==> src/rtl/spi_pkg.sv <==
// Shared defaults, FSM state encoding and store-depth helper for the SPI slave.
package spi_pkg;

  localparam int DATA_W_DEF     = 8;
  localparam int FIFO_DEPTH_DEF = 4;

  typedef enum logic {
    IDLE  = 1'b0,
    SHIFT = 1'b1
  } state_t;

  // Without the FIFO option the receive store collapses to one holding register.
  function automatic int store_depth(input bit fifo_en, input int fifo_depth);
    return fifo_en ? fifo_depth : 1;
  endfunction

endpackage

==> src/rtl/spi_slv_rxfifo.sv <==
// Receive store for the SPI slave: single holding register at DEPTH 1,
// otherwise a power-of-two FIFO with wrap-around pointers.
module spi_slv_rxfifo
  import spi_pkg::*;
#(
  parameter int DATA_W = DATA_W_DEF,
  parameter int DEPTH  = FIFO_DEPTH_DEF
) (
  input  logic              clk,
  input  logic              reset,
  input  logic              push,
  input  logic              pop,
  output logic              full,
  output logic              empty,
  input  logic [DATA_W-1:0] din,
  output logic [DATA_W-1:0] dout
);

  generate
    if (DEPTH == 1) begin : g_hold
      logic [DATA_W-1:0] r_data;
      logic              r_valid;

      always_ff @(posedge clk) begin
        if (reset) begin
          r_data  <= '0;
          r_valid <= 1'b0;
        end else if (push && (!r_valid || pop)) begin
          r_data  <= din;
          r_valid <= 1'b1;
        end else if (pop && r_valid) begin
          r_valid <= 1'b0;
        end
      end

      assign full  = r_valid;
      assign empty = !r_valid;
      assign dout  = r_valid ? r_data : '0;
    end else begin : g_fifo
      localparam int PTR_W = $clog2(DEPTH);
      localparam int CNT_W = PTR_W + 1;

      logic [DATA_W-1:0] r_mem [DEPTH];
      logic [PTR_W-1:0]  r_wr_ptr;
      logic [PTR_W-1:0]  r_rd_ptr;
      logic [CNT_W-1:0]  r_count;
      logic              w_full;
      logic              w_empty;
      logic              w_do_pop;
      logic              w_do_push;

      assign w_full    = (r_count == CNT_W'(DEPTH));
      assign w_empty   = (r_count == '0);
      assign w_do_pop  = pop && !w_empty;
      // A pop in the same cycle frees the slot the incoming byte needs.
      assign w_do_push = push && (!w_full || w_do_pop);

      always_ff @(posedge clk) begin
        if (w_do_push) begin
          r_mem[r_wr_ptr] <= din;
        end
      end

      always_ff @(posedge clk) begin
        if (reset) begin
          r_wr_ptr <= '0;
          r_rd_ptr <= '0;
          r_count  <= '0;
        end else begin
          if (w_do_push) r_wr_ptr <= r_wr_ptr + PTR_W'(1);
          if (w_do_pop)  r_rd_ptr <= r_rd_ptr + PTR_W'(1);
          case ({w_do_push, w_do_pop})
            2'b10:   r_count <= r_count + CNT_W'(1);
            2'b01:   r_count <= r_count - CNT_W'(1);
            default: r_count <= r_count;
          endcase
        end
      end

      assign full  = w_full;
      assign empty = w_empty;
      assign dout  = w_empty ? '0 : r_mem[r_rd_ptr];
    end
  endgenerate

endmodule

==> src/rtl/spi_slave_fsm.sv <==
// SPI slave clocked by the system clock: MSB-first receive into a store, reply shifted on miso.
// Define SPI_SLV_FIFO_EN to use a FIFO_DEPTH-entry receive FIFO instead of a holding register.
module spi_slave_fsm
  import spi_pkg::*;
#(
  parameter int DATA_W     = DATA_W_DEF,
  parameter int FIFO_DEPTH = FIFO_DEPTH_DEF
) (
  input  logic              clk,
  input  logic              reset,
  input  logic              ss,
  input  logic              mosi,
  output logic              miso,
  output logic [DATA_W-1:0] rx_data,
  output logic              rx_valid,
  input  logic              rx_ready,
  input  logic [DATA_W-1:0] tx_data,
  input  logic              tx_valid,
  output logic              tx_ready,
  output logic              busy,
  output logic              overflow,
  output logic              frame_err
);

  localparam int CNT_W = (DATA_W > 1) ? $clog2(DATA_W) : 1;
  localparam logic [CNT_W-1:0] LAST_BIT = CNT_W'(DATA_W - 1);
`ifdef SPI_SLV_FIFO_EN
  localparam bit FIFO_EN = 1'b1;
`else
  localparam bit FIFO_EN = 1'b0;
`endif
  localparam int STORE_DEPTH = store_depth(FIFO_EN, FIFO_DEPTH);

  state_t            r_state;
  state_t            w_state_next;
  logic [CNT_W-1:0]  r_bit_cnt;
  logic [CNT_W-1:0]  w_bit_cnt_next;
  logic [DATA_W-1:0] r_rx_shift;
  logic [DATA_W-1:0] w_rx_shift_next;
  logic [DATA_W-1:0] r_tx_shift;
  logic [DATA_W-1:0] w_tx_shift_next;
  logic              r_miso;
  logic              r_overflow;
  logic              r_frame_err;

  logic              w_sample;
  logic              w_byte_done;
  logic              w_frame_err;
  logic [DATA_W-1:0] w_byte;
  logic              w_full;
  logic              w_empty;
  logic              w_pop;
  logic              w_push;
  logic              w_overflow;
  logic [DATA_W-1:0] w_dout;

  assign w_byte = {r_rx_shift[DATA_W-2:0], mosi};

  always_comb begin
    w_state_next    = r_state;
    w_bit_cnt_next  = r_bit_cnt;
    w_rx_shift_next = r_rx_shift;
    w_tx_shift_next = r_tx_shift;
    w_sample        = 1'b0;
    w_byte_done     = 1'b0;
    w_frame_err     = 1'b0;

    case (r_state)
      IDLE: begin
        if (!ss) begin
          w_state_next = SHIFT;
          w_sample     = 1'b1;
        end
      end
      SHIFT: begin
        if (!ss) begin
          w_sample = 1'b1;
        end else begin
          w_state_next    = IDLE;
          w_bit_cnt_next  = '0;
          w_rx_shift_next = '0;
          if (r_bit_cnt != '0) begin
            w_frame_err     = 1'b1;
            w_tx_shift_next = '0;
          end
        end
      end
      default: begin
        w_state_next = IDLE;
      end
    endcase

    if (w_sample) begin
      w_rx_shift_next = w_byte;
      w_tx_shift_next = {r_tx_shift[DATA_W-2:0], 1'b0};
      if (r_bit_cnt == LAST_BIT) begin
        w_byte_done    = 1'b1;
        w_bit_cnt_next = '0;
        // Clear so an unloaded follow-on byte goes out as all zeros.
        w_tx_shift_next = '0;
      end else begin
        w_bit_cnt_next = r_bit_cnt + CNT_W'(1);
      end
    end

    // A reply accepted in IDLE replaces whatever is left in the shifter.
    if (r_state == IDLE && tx_valid) begin
      w_tx_shift_next = tx_data;
    end
  end

  always_ff @(posedge clk) begin
    if (reset) begin
      r_state     <= IDLE;
      r_bit_cnt   <= '0;
      r_rx_shift  <= '0;
      r_tx_shift  <= '0;
      r_miso      <= 1'b0;
      r_overflow  <= 1'b0;
      r_frame_err <= 1'b0;
    end else begin
      r_state     <= w_state_next;
      r_bit_cnt   <= w_bit_cnt_next;
      r_rx_shift  <= w_rx_shift_next;
      r_tx_shift  <= w_tx_shift_next;
      r_miso      <= w_tx_shift_next[DATA_W-1];
      r_overflow  <= r_overflow | w_overflow;
      r_frame_err <= w_frame_err;
    end
  end

  // Pop is evaluated before push so a full store can accept on a same-cycle read.
  assign w_pop      = !w_empty && rx_ready;
  assign w_push     = w_byte_done && (!w_full || w_pop);
  assign w_overflow = w_byte_done && w_full && !w_pop;

  spi_slv_rxfifo #(
    .DATA_W (DATA_W),
    .DEPTH  (STORE_DEPTH)
  ) u_rxfifo (
    .clk   (clk),
    .reset (reset),
    .push  (w_push),
    .pop   (w_pop),
    .full  (w_full),
    .empty (w_empty),
    .din   (w_byte),
    .dout  (w_dout)
  );

  assign miso      = r_miso;
  assign rx_data   = w_dout;
  assign rx_valid  = !w_empty;
  assign tx_ready  = (r_state == IDLE);
  assign busy      = (r_state == SHIFT);
  assign overflow  = r_overflow;
  assign frame_err = r_frame_err;

endmodule

==> config.mk <==
export PLATFORM = sky130hd
export DESIGN_NAME = spi_slave_fsm
export DESIGN_NICKNAME = d
export VERILOG_FILES = /design/src/rtl/spi_pkg.sv /design/src/rtl/spi_slv_rxfifo.sv /design/src/rtl/spi_slave_fsm.sv
export SDC_FILE = /design/constraint.sdc
export NUM_CORES = 1
export LEC_CHECK = 0
export ABC_AREA = 1
export BUFFER_PORTS_ARGS = -buffer_cell sky130_fd_sc_hd__buf_2
export CAP_MARGIN = 20
export CORE_ASPECT_RATIO = 1.4
export CORE_UTILIZATION = 53
export DETAILED_ROUTE_END_ITERATION = 10
export GPL_ROUTABILITY_DRIVEN = 0
export GPL_TIMING_DRIVEN = 1
export PLACE_DENSITY = 0.9
export SETUP_SLACK_MARGIN = 0.5
export SLEW_MARGIN = 30
export SYNTH_ARGS = -nofsm -noshare
export SYNTH_HDL_FRONTEND = slang
export SYNTH_SLANG_ARGS = --single-unit
export TNS_END_PERCENT = 100
==> constraint.sdc <==
create_clock -name clk -period 1.6 [get_ports clk]
set_clock_uncertainty 0.05 [all_clocks]
set_input_delay 0.16 -clock clk [delete_from_list [all_inputs] [get_ports clk]]
set_output_delay 0.16 -clock clk [all_outputs]
set_load 0.005 [all_outputs]
==> results.md <==
- Status: finished, final reports clean
- Max IR drop VDD: 723 uV
- Synthesized area: 0.00135 sq mm
- I/O pin cnt: 28
- Layout cells sized above 1: 0.339
- Final Util: 0.762
- Yosys cell types: 18
- Worst R2R Path Depth: 8
- Largest stage delay, worst path: 0.38 ns
- Worst Hold Path Cells: 3
- Pwr Total: 1.46 mW
- DP Wirelength: 1.98 mm
- CTS tree: yes
- Register bit total from synthesis: 30
- Critical path arrival: 1.55 ns
- Post-Syn Area per Cell: 6.70 sq um
- Max frequency: 0.755 GHz
- Initial Utilization: 0.564
- Vias in the first global route: 1202
- Vias/cell: 5.00
- Fillers: 175
- Most common cell after layout, fill and taps aside: nand2_1
- Fin. max-slew vios: 0
- Placed cell count: 259
- P&R area growth vs syn: 35.3%
- Largest net degree at the start of global routing: 19
- Drt first pass iters: 4
- Global Route Usage Sum: 0.267
- Rel. slew slack: 0.658
- Fin cells: 276
- Worst Path Required: 1.82 ns
- Worst-skew pair later-pin latency: 0.34 ns
- Final WL: 3.31 mm
- DIE WIDTH: 44.6 microns
- Die ar.: 0.00275 sq mm
- Max-cap violations: 0
- Initial DRC count: 46
- Routed Antenna Nets: 0
- CTS root buf: clkbuf_4
- Sequential cell area: 608 sq um
- Max FO, Critical Path: 8
- Clk slew on worst S/H paths: 0.10 ns
- Worst Path Buf+Inv: 2
- Worst path depth: 8
- Hold_sp: tx_data[0]
- Cell leakage power: 0.944 nW
- Total congestion overflow: 0
- Syn nets: 218
- Avg WL per Cell: 12.0 microns
- Critical R2R Launch: r_bit_cnt[0]$_SDFFE_PP0P_
- PortBufs: 27
- Hold Path Class: input pin to flip-flop
- Slowest-stage cell, CP: dfxtp_2
- CTS Sinks: 30
- Cell Pwr Density: 800 mW/mm^2
- Tmin final: 1.32 ns
- Vert. Die Dim: 61.7 microns
- Critical Path Start: r_bit_cnt[0]$_SDFFE_PP0P_
- Via Count: 1380
- Fin crit share: 0.828
- Crit end category: flip-flop
- N_diodes: 0
- # rows: 21
- Antenna violations before repair: 0
- CTS buffer count: 5
- WS Path Type: flip-flop to flip-flop
- Max H-tree Level: 2
- Final setup vio count: 0
- Hold_ws: 0.0257 ns
- Most common cell on crit path: ha_4
- First-pass GRT wire length: 5.18 mm
- Core ar.: 0.00239 sq mm
- Slew @ Worst Pin: 0.511 ns
- CP startpoint kind: flip-flop
- Most frequent cells in the layout: 41 x nand2_1, 36 x nor2_1, 26 x dfxtp_1
- RSZ-0062 raised after global routing: true
- Crit path cell chain: ha_4 > ha_4 > inv_2 > nor2_4 > nand2_4 > inv_6 > nor2_2 > nor2_1
- TNS Setup: 0 ns
- Longest Clk Path Bufs: 2
- Cells after synthesis: 201
- Final hold violation count: 0
- DRC violations left: 0
- Multi-input combinational cell area: 729 sq um
- CP top delay family: simple AND/OR/NAND/NOR gates
- Seq/Total Area, Yosys: 0.446
- Final net count: 258
- Synth Warn #: 0
## cells by family after synthesis
family | after synthesis | share of synthesized area
adders and majority gates | 3 | 0.0279
AOI/OAI and AO/OA | 18 | 0.0743
DFF | 30 | 0.446
buffers and inverters | 33 | 0.0966
and+or+nand+nor | 117 | 0.356
## per-stage QoR
step                worst slack, ns  instance area (sq um)
global placement              0.266                   1550
floorplan                     0.260                   1390
CTS                           0.322                   1730
detailed placement            0.180                   1550
global route                  0.190                   1820
finish                        0.275                   1820
## cell usage after synthesis, drive strengths merged
cell    number  area share
a21oi        5       0.021
o21ai       10       0.037
ha           3       0.028
inv         27       0.075
buf          3       0.013
clkinv       1      0.0028
o31ai        2       0.011
a31oi        1      0.0046
nand2       52        0.15
nor2        43        0.13
nand3       22       0.082
clkbuf       2      0.0056
dfxtp       30        0.45
## power by group
group	switching (mW)	total, mW	internal [mW]
registers	0.0152	0.786	0.771
clock network	0.279	0.490	0.211
logic	0.109	0.183	0.0733
## area by class of cell
| class | count | area share |
|---|---|---|
| sequential | 30 | 0.334 |
| clock buffer | 6 | 0.0281 |
| clock inverter | 2 | 0.00686 |
| inverter | 28 | 0.0618 |
| tap | 34 | 0.0233 |
| multi-input combinational | 139 | 0.400 |
| timing repair buffer | 37 | 0.146 |
## layer usage
| layer | GRT usage | vias up | routed length, microns |
|---|---|---|---|
| met5 | 0 | - | 0 |
| met4 | 0.126 | 0 | 74 |
| met3 | 0.0821 | 7 | 158 |
| met2 | 0.462 | 40 | 1750 |
| met1 | 0.297 | 635 | 1320 |
| li1 | - | 698 | - |
## final timing paths
path	endpoint	slack (ns)
worst max register to register	u_rxfifo.g_hold.r_data[0]$_SDFFE_PP0P_	0.28
worst max-delay path	u_rxfifo.g_hold.r_data[0]$_SDFFE_PP0P_	0.28
worst min register to register	r_rx_shift[3]$_SDFFE_PP0P_	0.43
worst min-delay path	r_tx_shift[0]$_SDFFE_PP0P_	0.03
## worst reg2reg max path, cell delays in order (launching register included)
cell	delay, ns
dfxtp_2	0.38
ha_4	0.15
ha_4	0.13
inv_2	0.05
nor2_4	0.14
nand2_4	0.11
inv_6	0.11
nor2_2	0.04
nor2_1	0.11
## sequential cells by signal, indices dropped and copies added (netlist names)
| name | count |
|---|---|
| busy | 1 |
| frame_err | 1 |
| overflow | 1 |
| r_bit_cnt | 3 |
| r_rx_shift | 7 |
| r_tx_shift | 8 |
| u_rxfifo.full | 1 |
| u_rxfifo.g_hold.r_data | 8 |
## timing repair
item / in CTS / in global routing
pin swaps: 4 / 4
buffers inserted: 4 / 1
endpoints found under the hold margin: 4 / 0
endpoints found under the setup margin: 33 / 38
gates cloned: 2 / 0
hold buffers: 2 / 0
gates resized for setup: 17 / 26
(Power assumes the default switching activity.)
